===== src/rtl/a2bus_capture_packer.sv =====
// ---------------------------------------------------------------------------
// a2bus_capture_packer
//
// Upstream feeder for the 4-bit ESP32 stream FIFO. Each completed Apple II
// bus cycle arrives as a one-cycle strobe carrying address, data and R/W.
// Cycles that fall inside the [ADDR_LO, ADDR_HI] window (and are writes, or
// reads when CAPTURE_READS=1) are packed into tagged 32-bit words and written
// to the stream FIFO one cycle later.
//
// When the FIFO has no room, captures are dropped and counted. Once room
// returns, a DROP word carrying the number of lost captures is written so the
// consumer can detect and size every gap in the stream.
//
// Word formats:
//   DATA : [31:28]=4'hA [27]=rw_n [26:24]=seq [23:8]=addr [7:0]=data
//   DROP : [31:28]=4'hD [27:16]=12'h000 [15:0]=pending drop count
//
// Handshake: there is no ready path back to the bus; a strobe is either
// captured (written next cycle) or dropped. The FIFO side is a plain write
// strobe: fifo_data_out is valid only in cycles where fifo_wr_en=1, and it
// holds its last value otherwise. Writes are only issued when both
// fifo_full and fifo_almost_full were low in the deciding cycle; the
// almost_full margin absorbs the one-cycle registered write path.
//
// Ports:
//   clk              system clock (same domain as the stream FIFO)
//   rst              synchronous, active-high reset
//   enable           capture enable; low suppresses new captures only
//   bus_strobe       one-cycle pulse per completed bus cycle
//   bus_addr         bus address, valid with bus_strobe
//   bus_data         bus data, valid with bus_strobe
//   bus_rw_n         1 = read, 0 = write, valid with bus_strobe
//   fifo_full        stream FIFO full
//   fifo_almost_full stream FIFO count >= depth-2
//   clear_stats      one-cycle pulse; clears drop_count and overflow_flag
//   fifo_wr_en       one-cycle write pulse to the stream FIFO
//   fifo_data_out    word written when fifo_wr_en=1
//   drop_count       total dropped captures, saturating at 16'hFFFF
//   overflow_flag    sticky; set on any drop
// ---------------------------------------------------------------------------
module a2bus_capture_packer #(
    parameter logic [15:0] ADDR_LO       = 16'hC000,
    parameter logic [15:0] ADDR_HI       = 16'hC0FF,
    parameter bit          CAPTURE_READS = 1'b1
) (
    input  logic        clk,
    input  logic        rst,
    input  logic        enable,
    input  logic        bus_strobe,
    input  logic [15:0] bus_addr,
    input  logic [7:0]  bus_data,
    input  logic        bus_rw_n,
    input  logic        fifo_full,
    input  logic        fifo_almost_full,
    input  logic        clear_stats,
    output logic        fifo_wr_en,
    output logic [31:0] fifo_data_out,
    output logic [15:0] drop_count,
    output logic        overflow_flag
);

    typedef enum logic {
        ST_RUN   = 1'b0,
        ST_DRAIN = 1'b1
    } state_t;

    state_t      state;
    logic [2:0]  seq;
    logic [15:0] pending;

    logic        in_window;
    logic        match;
    logic        space;
    logic        drop;
    logic [15:0] pending_inc;
    logic [15:0] pending_next;
    logic [15:0] drop_count_inc;
    logic [31:0] data_word;
    logic [31:0] drop_word;

    // -----------------------------------------------------------------------
    // Capture qualification and word assembly
    // -----------------------------------------------------------------------
    always_comb begin
        in_window = (bus_addr >= ADDR_LO) && (bus_addr <= ADDR_HI);
        match     = enable && bus_strobe && in_window
                    && (!bus_rw_n || CAPTURE_READS);
        space     = !fifo_almost_full && !fifo_full;

        // In DRAIN every match is dropped, even when space has returned, so
        // that nothing overtakes the DROP word that reports the gap.
        drop      = match && ((state == ST_DRAIN) || !space);

        pending_inc    = (pending == 16'hFFFF) ? pending : pending + 16'd1;
        pending_next   = match ? pending_inc : pending;
        drop_count_inc = (drop_count == 16'hFFFF) ? drop_count
                                                  : drop_count + 16'd1;

        data_word = {4'hA, bus_rw_n, seq, bus_addr, bus_data};
        // The DROP word includes a drop that happens in its own emission cycle.
        drop_word = {4'hD, 12'h000, pending_next};
    end

    // -----------------------------------------------------------------------
    // Capture FSM with registered FIFO write outputs
    // -----------------------------------------------------------------------
    always_ff @(posedge clk) begin
        if (rst) begin
            state         <= ST_RUN;
            seq           <= 3'd0;
            pending       <= 16'd0;
            fifo_wr_en    <= 1'b0;
            fifo_data_out <= 32'h0;
        end else begin
            fifo_wr_en <= 1'b0;
            case (state)
                ST_RUN: begin
                    if (match && space) begin
                        fifo_wr_en    <= 1'b1;
                        fifo_data_out <= data_word;
                        seq           <= seq + 3'd1;
                    end else if (match) begin
                        pending <= 16'd1;
                        state   <= ST_DRAIN;
                    end
                end
                ST_DRAIN: begin
                    if (space) begin
                        fifo_wr_en    <= 1'b1;
                        fifo_data_out <= drop_word;
                        // A match in the emission cycle is reported twice:
                        // in this DROP word and as the start of the next gap,
                        // which keeps the FSM in DRAIN for one more report.
                        if (match) begin
                            pending <= 16'd1;
                        end else begin
                            pending <= 16'd0;
                            state   <= ST_RUN;
                        end
                    end else begin
                        pending <= pending_next;
                    end
                end
                default: begin
                    state <= ST_RUN;
                end
            endcase
        end
    end

    // -----------------------------------------------------------------------
    // Drop statistics; clear_stats wins over a coincident drop
    // -----------------------------------------------------------------------
    always_ff @(posedge clk) begin
        if (rst) begin
            drop_count    <= 16'd0;
            overflow_flag <= 1'b0;
        end else if (clear_stats) begin
            drop_count    <= 16'd0;
            overflow_flag <= 1'b0;
        end else if (drop) begin
            drop_count    <= drop_count_inc;
            overflow_flag <= 1'b1;
        end
    end

endmodule


===== config.mk =====
export PLATFORM = sky130hd
export DESIGN_NAME = a2bus_capture_packer
export DESIGN_NICKNAME = d
export VERILOG_FILES = /design/src/rtl/a2bus_capture_packer.sv
export SDC_FILE = /design/constraint.sdc
export NUM_CORES = 1
export LEC_CHECK = 0
export BUFFER_PORTS_ARGS = -buffer_cell sky130_fd_sc_hd__buf_2
export CORE_MARGIN = 1
export CORE_UTILIZATION = 40
export CTS_CLUSTER_SIZE = 12
export DETAILED_ROUTE_END_ITERATION = 12
export GPL_TIMING_DRIVEN = 0
export PLACE_DENSITY = 0.69
export SKIP_LAST_GASP = 1
export SYNTH_ARGS = -nofsm -noshare
export SYNTH_HDL_FRONTEND = slang
export SYNTH_SLANG_ARGS = --single-unit
export TNS_END_PERCENT = 5

===== constraint.sdc =====
create_clock -name clk -period 1.9 [get_ports clk]
set_input_delay 0.285 -clock clk [delete_from_list [all_inputs] [get_ports clk]]
set_output_delay 0.285 -clock clk [all_outputs]
set_load 0.01 [all_outputs]

==> impl_metrics.tcl, run 1 <==
set metrics [dict create \
    cpMaxStageDelayCell "dfxtp_4" \
    synth_edf_count 0 \
    vias 3739 \
    synth_top_area_cell "dfxtp_1" \
    die_area_mm2 0.009287 \
    ys_seq_area_frac 0.3878 \
    syn_avg_cell_area_um2 8.502 \
    grt_pass1_wl_mm 16.94 \
    overflow 0 \
    combPwrFrac 0.043 \
    initial_core_util 0.4105 \
    dr.pass1.iters 5 \
    peakVddDrop_v 0.0003230 \
    async_flop_share 0 \
    p_sw_mw 0.6392 \
    place_ws_ns -0.5298 \
    wl_per_cell_um 16.60 \
    slew_headroom 0.4945 \
    grt_usage 0.2393 \
    yosys.cell_count.top_type "dfxtp_1" \
    row_count 34 \
    crit_family "simple AND/OR/NAND/NOR gates" \
    finalSetupTns_ns -2.095 \
    route.detailed.drc 0 \
    syn_area_mm2 0.003562 \
    ys_types 59 \
    portBuffers 81 \
    worst_pin_slew_ns 0.7520 \
    required_ns 2.12 \
    gp_congestion 0.9170 \
    drt-initial-drc-count 236 \
    cts_tree "built" \
    num_io_pins 82 \
    outcome "complete, but fails checks" \
    sw_frac_of_total 0.2477 \
    rr_endpoint "pending[0]" \
    antenna_cells_inserted 0 \
    cpPeakStageDelay_ns 0.38 \
    rsz0062_at_grt "true" \
    synthTopCellsByArea "dfxtp_1, xnor2_1, nor2_1, a22oi_1, nand4_1" \
    synth_common_cells "dfxtp_1, nor2_1, nand2_1" \
    power.density_mw_per_mm2 574.5 \
    cap_violations 0 \
    dp.cells 608 \
    grt_pass1_vias 3458 \
    hold_buffers 0 \
    yosysWarnings 0 \
    cp-end-kind "register" \
    violations "negative setup slack" \
    reg2reg_from "pending[1]" \
    ys_seq_elements 69 \
    cp_num_buf_inv 1 \
    antenna_found_initial 0 \
    intPower_mw 1.941 \
    cp_max_fo 7 \
    synthFlopType "dfxtp_1" \
    syn2layout_area_growth_pct 26.10 \
    finalCritPeriodShare 1.131 \
    hold_depth 3 \
    setup_viol 33 \
    fillCellCount 852 \
    ant_nets 0 \
    core-area_mm2 0.008678 \
    slew_violations 0 \
    worstHoldStart "bus_rw_n" \
    drt-vias-per-instance 5.842 \
    power_frac_seq 0.559 \
    clockRootBuffer "clkbuf_8" \
    cts_buffers 9 \
    clock_path_buffers 2 \
    p_leak_nw 1.738 \
    fmax_mhz 465.3 \
    clk_latency_ns 0.35 \
    place_hpwl_mm 7.313 \
    grt_max_degree 12 \
    yosys.area.top_type_share 0.3878 \
    clkPwrFrac 0.398 \
    crit_type "register to register" \
    die_w_um 96.37 \
    hold_end "fifo_data_out[27]" \
    fin_cells 640 \
    clkSinkCount 69 \
    setup_ws_ns -0.2490 \
    htreeDepth 3 \
    routed_wl_mm 10.63 \
    crit_arrival_ns 2.37 \
    period_minus_slack_ns 2.149 \
    r2r_setup_slack_ns -0.25 \
    path_clk_slew_ns 0.08 \
    r2r_cells 7 \
    synth_nets 454 \
    nNetsFinal 563 \
    path_cells "ha_4 > nand4_1 > buf_4 > nor4_4 > nor2_1 > and3_1 > a2111oi_1" \
    synthCells 419 \
    die_h_um 96.37 \
    critPathLaunchType "register" \
    hold_violations 0 \
    holdCritPathClass "input port to register" \
    drive_gt1_frac 0.2744 \
    final.setup_skew_ns 0.009753 \
    startpoint "pending[1]" \
]
[state kept, by name (all words and copies together), names as in the netlist]
name,cells
fifo_data_out,31
drop_count,16
pending,16
seq,3
fifo_wr_en,1
overflow_flag,1
state,1
[kinds of logic after synthesis]
family | after synthesis | synth area share
adders and majority gates | 3 | 0.01054
muxes | 5 | 0.01405
xor gates and xnor gates | 19 | 0.04672
and+or+nand+nor | 175 | 0.2842
buffers and inverters | 36 | 0.04110
AOI/OAI and AO/OA | 112 | 0.2157
DFF | 69 | 0.3878
[cell type report]
class / count / area, um^2 / share of cell area
clock inverter: 5 / 28.78 / 0.006407
sequential: 69 / 1394 / 0.3103
multi-input combinational: 314 / 2095 / 0.4663
clock buffer: 10 / 127.6 / 0.02841
buffer: 30 / 156.4 / 0.03482
tap: 108 / 135.1 / 0.03008
timing repair buffer: 98 / 533.0 / 0.1187
inverter: 6 / 22.52 / 0.005014
[through the flow]
| stage | hold slack (ns) | instance area [um^2] | utilization | total power [mW] |
|---|---|---|---|---|
| after floorplan | 0.4333 | 3602 | - | 1.529 |
| after global placement | 0.4319 | 4143 | 0.4774 | 1.585 |
| after detailed placement | 0.4419 | 4143 | 0.4774 | 1.587 |
| after CTS | 0.1921 | 4405 | 0.5076 | 2.599 |
| after global routing | 0.2201 | 4492 | 0.5176 | 2.680 |
| final | 0.2013 | 4492 | 0.5176 | 2.580 |
[repair_timing]
action | 4_1_cts | 5_1_grt
pin swaps | 7 | 5
setup buffers | 7 | 11
gates resized for setup | 14 | 5
endpoints found under the setup margin | 48 | 63
[how the worst max path moves through the flow]
stage                        to  slack, ns  depth (start not counted)
4_1_cts              pending[0]      -0.14                          5
2_1_floorplan  fifo_data_out[4]      -0.02                          7
5_1_grt              pending[0]      -0.30                          7
3_3_place_gp     drop_count[12]      -0.50                          7
3_5_place_dp   fifo_data_out[1]      -0.53                          6
6_report             pending[0]      -0.25                          7
[worst register-to-register path: stages, from the launching register on]
cell	delay (ns)
dfxtp_4	0.38
ha_4	0.13
nand4_1	0.18
buf_4	0.21
nor4_4	0.32
nor2_1	0.25
and3_1	0.23
a2111oi_1	0.33
[power groups by stage]
| stage | Clock (mW) | Sequential (mW) | Combinational (mW) |
|---|---|---|---|
| 3_5_place_dp | 0 | 1.48 | 0.108 |
| 3_3_place_gp | 0 | 1.48 | 0.106 |
| 4_1_cts | 1.05 | 1.44 | 0.110 |
| 6_report | 1.03 | 1.44 | 0.111 |
| 2_1_floorplan | 0 | 1.48 | 0.0491 |
| 5_1_grt | 1.12 | 1.44 | 0.119 |
[routing by layer]
| layer | GRT usage | wire length [um] | part of all wire | vias to the layer above |
|---|---|---|---|---|
| li1 | - | - | - | 1811 |
| met1 | 0.3114 | 4838 | 0.46 | 1716 |
| met2 | 0.3877 | 4661 | 0.44 | 191 |
| met3 | 0.04930 | 922 | 0.087 | 21 |
| met4 | 0.09559 | 202 | 0.019 | 0 |
| met5 | 0 | 0 | 0 | - |
[cells in the final DEF (no fill, tap or decap), types with 3 or more instances in the layout]
cell type and instances:
a21oi_1 21, a2bb2oi_1 10, clkbuf_8 9, nor3_1 10, nor4_4 4, o22ai_1 8
and4_1 5, o21ai_0 14, nand4_1 19, nor2_1 38, nand2_1 28, buf_2 82
o211ai_1 6, buf_6 4, clkbuf_1 21, clkinv_2 4, or2_2 4, or4_1 3
o21a_1 4, a22oi_1 17, nand3_1 13, and3_1 11, a211oi_1 3, or3_1 6
xnor2_1 17, inv_1 6, and2_1 5, buf_4 19, dfxtp_2 4, nor4_1 12
dfxtp_1 63, a31oi_1 7, mux2i_1 5
Note: power is estimated with default switching activity, not from simulation.
==> inputs of run 2 (changes only) <==
- REMOVE_ABC_BUFFERS: not set -> 1
==> run 2 against run 1 <==
The run still ends with negative setup slack left. Clock-buffer cell count is 1 higher. Via count is 3.9% lower. Critical path type unchanged. Clock skew hardly changed. Register-to-register slack better by 0.19 ns. Clock power is 35% higher. Sequential share of layout area hardly changed. Utilization is 0.17 points lower. Critical endpoint is now fifo_data_out[4]. Largest cell class unchanged.
==> impl_metrics.tcl, run 2 (same netlist as run 1, synthesis figures left out) <==
set metrics [dict create \
    outcome "complete, but fails checks" \
    violations "negative setup slack" \
    die_w_um 96.37 \
    syn2layout_area_growth_pct 25.68 \
    cts_buffers 9 \
    period_minus_slack_ns 1.957 \
    path_depth 5 \
    power.density_mw_per_mm2 657.6 \
    gp_congestion 0.9027 \
    path_cells "nand3_4 > or4_4 > and3_1 > xnor2_1 > o22ai_1" \
    wl_per_cell_um 16.19 \
    clkSinkCount 69 \
    drive_gt1_frac 0.2826 \
    fmax_mhz 511.1 \
    worstHoldStart "bus_rw_n" \
    row_count 34 \
    crit_arrival_ns 2.18 \
    portBuffers 81 \
    clockRootBuffer "clkbuf_8" \
    slew_violations 0 \
    p_leak_nw 1.696 \
    hold_depth 3 \
    startpoint "pending[4]" \
    place_hpwl_mm 6.325 \
    path_clk_slew_ns 0.07 \
    final_common_cell "buf_2" \
    cp_max_fo 11 \
    peakVddDrop_v 0.0004201 \
    cp_num_buf_inv 0 \
    num_io_pins 82 \
    die_area_mm2 0.009287 \
    cpMaxStageDelayCell "or4_4" \
    drt-initial-drc-count 243 \
    place_area_mm2 0.003979 \
    die_h_um 96.37 \
    cp-end-kind "register" \
    hold_violations 0 \
    vias 3595 \
    crit_type "register to register" \
    cap_violations 0 \
    nNetsFinal 529 \
    crit_family "simple AND/OR/NAND/NOR gates" \
    cpPeakStageDelay_ns 0.67 \
    core-area_mm2 0.008678 \
    route.detailed.drc 0 \
    grt_usage 0.2218 \
    drt-vias-per-instance 5.923 \
    setup_viol 12 \
    antenna_cells_inserted 0 \
    clk_latency_ns 0.35 \
    final.setup_skew_ns 0.01022 \
    final_area_mm2 0.004477 \
    r2r_cells 5 \
    top_register "fifo_data_out" \
    routed_wl_mm 9.826 \
    htreeDepth 3 \
    required_ns 2.12 \
    overflow 0 \
    grt_pass1_vias 3293 \
    slew_headroom 0.5229 \
    grt_pass1_wl_mm 15.80 \
    reg2reg_from "pending[4]" \
    finalCritPeriodShare 1.030 \
    grt_max_degree 43 \
    antenna_found_initial 0 \
    clock_path_buffers 2 \
    rsz0062_at_grt "true" \
    worst_pin_slew_ns 0.7157 \
    hold_buffers 0 \
    critPathLaunchType "register" \
    final_cell_mix "buf_2, dfxtp_1, nor2_1" \
    largest_register_ffs 31 \
    ant_nets 0 \
    setup_ws_ns -0.05656 \
    fillCellCount 846 \
    place_ws_ns -1.189 \
    initial_core_util 0.4105 \
    cts_tree "built" \
    dr.pass1.iters 5 \
    holdCritPathClass "input port to register" \
    top_regs "fifo_data_out: 31 flops, drop_count: 16 flops, pending: 16 flops" \
]
run 2: layer usage:
| metal | track usage | vias up | routed length, um |
|---|---|---|---|
| met5 | 0 | - | 0 |
| met4 | 0.07230 | 0 | 150 |
| met3 | 0.04617 | 15 | 588 |
| met2 | 0.3824 | 133 | 4630 |
| met1 | 0.2756 | 1703 | 4457 |
| li1 | - | 1744 | - |
run 2: worst min-delay path, delay by kind of cell:
family | cells | cell delay [ns]
buffers and inverters | 1 | 0.08
AOI/OAI and AO/OA | 1 | 0.05
and+or+nand+nor | 1 | 0.07
run 2: final timing paths:
check,slack (ns),to
worst max-delay path,-0.06,fifo_data_out[4]
worst min register to register,0.45,fifo_data_out[31]
worst max register to register,-0.06,fifo_data_out[4]
worst min-delay path,0.18,fifo_data_out[27]
run 2: metrics by stage:
stage            util  hold WS (ns)  power, mW  setup TNS [ns]  cells
6_report       0.5159        0.1788      2.944         -0.2535    607
5_1_grt        0.5159        0.1999      3.056          -2.649    607
4_1_cts        0.5069        0.1641      2.973          -1.913    607
3_5_place_dp   0.4585        0.4427      1.577          -49.59    578
3_3_place_gp   0.4585        0.4328      1.575          -46.29    578
2_1_floorplan       -        0.3541      1.514          -6.970    389
run 2: report_power, final:
group	internal, mW	switching [mW]	total [mW]
logic	0.0381	0.0716	0.110
registers	1.44	0.000407	1.44
clock network	0.813	0.577	1.39
run 2: layout make-up:
class	instances	area, um^2	area share
multi-input cells	314	2167	0.4841
clock buffers	11	151.4	0.03382
flip-flops and latches	69	1389	0.3102
repair buffers	94	530.5	0.1185
inverters	6	22.52	0.005031
clock inverters	5	81.33	0.01817
well taps	108	135.1	0.03018
run 2: repair_timing:
action                     in CTS  in global routing
buffers inserted               13                  0
pin swaps                       8                  0
setup endpoints to repair      66                 41
resized for setup              14                 14
==> inputs of run 3 (changes only) <==
- RECOVER_POWER: not set -> 100
==> run 3 against run 2 <==
The run still ends with negative setup slack left. Clock-buffer cell count unchanged. Global-route usage unchanged. Cell count did not move. Combinational power is essentially flat. Clock power is essentially flat. Total power is essentially flat. Critical endpoint unchanged.
==> impl_metrics.tcl, run 3 (same netlist as run 1, synthesis figures left out) <==
set metrics [dict create \
    top_register "fifo_data_out" \
    portBuffers 81 \
    routed_wl_mm 9.807 \
    antenna_found_initial 0 \
    finalCritPeriodShare 1.025 \
    initial_core_util 0.4105 \
    drt-initial-drc-count 237 \
    setup_viol 11 \
    die_area_mm2 0.009287 \
    die_w_um 96.37 \
    setup_ws_ns -0.04676 \
    cpPeakStageDelay_ns 0.67 \
    ant_nets 0 \
    clkSinkCount 69 \
    slew_headroom 0.5164 \
    core-area_mm2 0.008678 \
    place_ws_ns -1.189 \
    worst_pin_slew_ns 0.7254 \
    path_clk_slew_ns 0.07 \
    grt_usage 0.2218 \
    final_cell_mix "dfxtp_1, clkbuf_1, nor2_1" \
    syn2layout_area_growth_pct 23.92 \
    nNetsFinal 529 \
    drive_gt1_frac 0.1824 \
    finalSetupTns_ns -0.2231 \
    peakVddDrop_v 0.0004154 \
    top_regs "fifo_data_out: 31 flops, drop_count: 16 flops, pending: 16 flops" \
    cap_violations 0 \
    crit_arrival_ns 2.17 \
    htreeDepth 3 \
    fmax_mhz 513.7 \
    clkPwrFrac 0.472 \
    p_leak_nw 1.475 \
    num_io_pins 82 \
    startpoint "pending[4]" \
    reg2reg_from "pending[4]" \
    cp_max_fo 11 \
    crit_family "simple AND/OR/NAND/NOR gates" \
    hold_violations 0 \
    overflow 0 \
    route.detailed.drc 0 \
    die_h_um 96.37 \
    crit_type "register to register" \
    combPwrFrac 0.037 \
    place_hpwl_mm 6.325 \
    cp_num_buf_inv 0 \
    cp-end-kind "register" \
    violations "negative setup slack" \
    r2r_setup_slack_ns -0.05 \
    drt-vias-per-instance 5.886 \
    cts_buffers 9 \
    power_frac_seq 0.491 \
    clk_latency_ns 0.35 \
    fin_util 0.5087 \
    p_sw_mw 0.6473 \
    intPower_mw 2.295 \
    dr.pass1.iters 5 \
    grt_pass1_wl_mm 15.80 \
    cts_tree "built" \
    endpoint "fifo_data_out[4]" \
    grt_max_degree 43 \
    wl_per_cell_um 16.16 \
    antenna_cells_inserted 0 \
    largest_register_ffs 31 \
    power.density_mw_per_mm2 666.5 \
    final.setup_skew_ns 0.01035 \
    rsz0062_at_grt "true" \
    period_minus_slack_ns 1.947 \
    path_cells "nand3_4 > or4_4 > and3_1 > xnor2_1 > o22ai_1" \
    critPathLaunchType "register" \
    r2r_cells 5 \
    fillCellCount 865 \
    slew_violations 0 \
    cpMaxStageDelayCell "or4_4" \
    gp_congestion 0.9027 \
    clock_path_buffers 2 \
    path_depth 5 \
    clockRootBuffer "clkbuf_8" \
    holdCritPathClass "input port to register" \
    final_common_cell "dfxtp_1" \
    row_count 34 \
    total_power_mw 2.942 \
    sw_frac_of_total 0.2200 \
    grt_pass1_vias 3293 \
    rr_endpoint "fifo_data_out[4]" \
    vias 3573 \
    outcome "complete, but fails checks" \
    hold_buffers 0 \
    required_ns 2.12 \
]
-- run 3: cell count changes in the layout (fill, tap and decap cells not counted) --
cell,change
clkbuf_1,+50
buf_2,-50
-- run 3: layer usage --
layer | vias up | global-route usage | wire length (um)
met5 | - | 0 | 0
met1 | 1697 | 0.2756 | 4405
met2 | 125 | 0.3824 | 4702
li1 | 1740 | - | -
met4 | 0 | 0.07230 | 116
met3 | 11 | 0.04617 | 582
-- run 3: worst min path at each step --
stage	depth (start not counted)	slack, ns	startpoint	endpoint
final	3	0.18	bus_rw_n	fifo_data_out[27]
after global routing	3	0.20	bus_rw_n	fifo_data_out[27]
after CTS	3	0.16	bus_rw_n	fifo_data_out[27]
after detailed placement	2	0.44	fifo_data_out[31]	fifo_data_out[31]
after global placement	2	0.43	fifo_data_out[31]	fifo_data_out[31]
after floorplan	1	0.35	rst	fifo_data_out[2]
-- run 3: final cells by class --
type                       count  area, um^2  share of cell area
multi-input combinational    314        2167              0.4909
sequential                    69        1389              0.3146
timing repair buffer          94       467.9              0.1060
clock buffer                  11       151.4             0.03430
tap                          108       135.1             0.03061
clock inverter                 5       81.33             0.01842
inverter                       6       22.52            0.005102
-- run 3: through the flow --
step	instances	hold slack, ns	instance area (um^2)
6_report	607	0.1789	4414
5_1_grt	607	0.1999	4414
4_1_cts	607	0.1641	4399
3_5_place_dp	578	0.4427	3979
3_3_place_gp	578	0.4328	3979
2_1_floorplan	389	0.3541	3438
-- run 3: power by group through the flow --
stage          combinational [mW]  sequential [mW]  clock [mW]
6_report                    0.109             1.44        1.39
5_1_grt                     0.120             1.44        1.49
4_1_cts                     0.103             1.44        1.43
3_5_place_dp               0.0981             1.48           0
3_3_place_gp               0.0957             1.48           0
2_1_floorplan              0.0347             1.48           0
-- run 3: timing repair --
action,in CTS,in global routing
pin swaps,8,0
resized for setup,14,14
endpoints found under the setup margin,66,41
setup buffers,13,0
-- run 3: tightest hold or removal path, delay by kind of cell --
| kind | cells | cell delay (ns) |
|---|---|---|
| compound gates | 1 | 0.05 |
| buf+inv | 1 | 0.08 |
| simple gates | 1 | 0.07 |
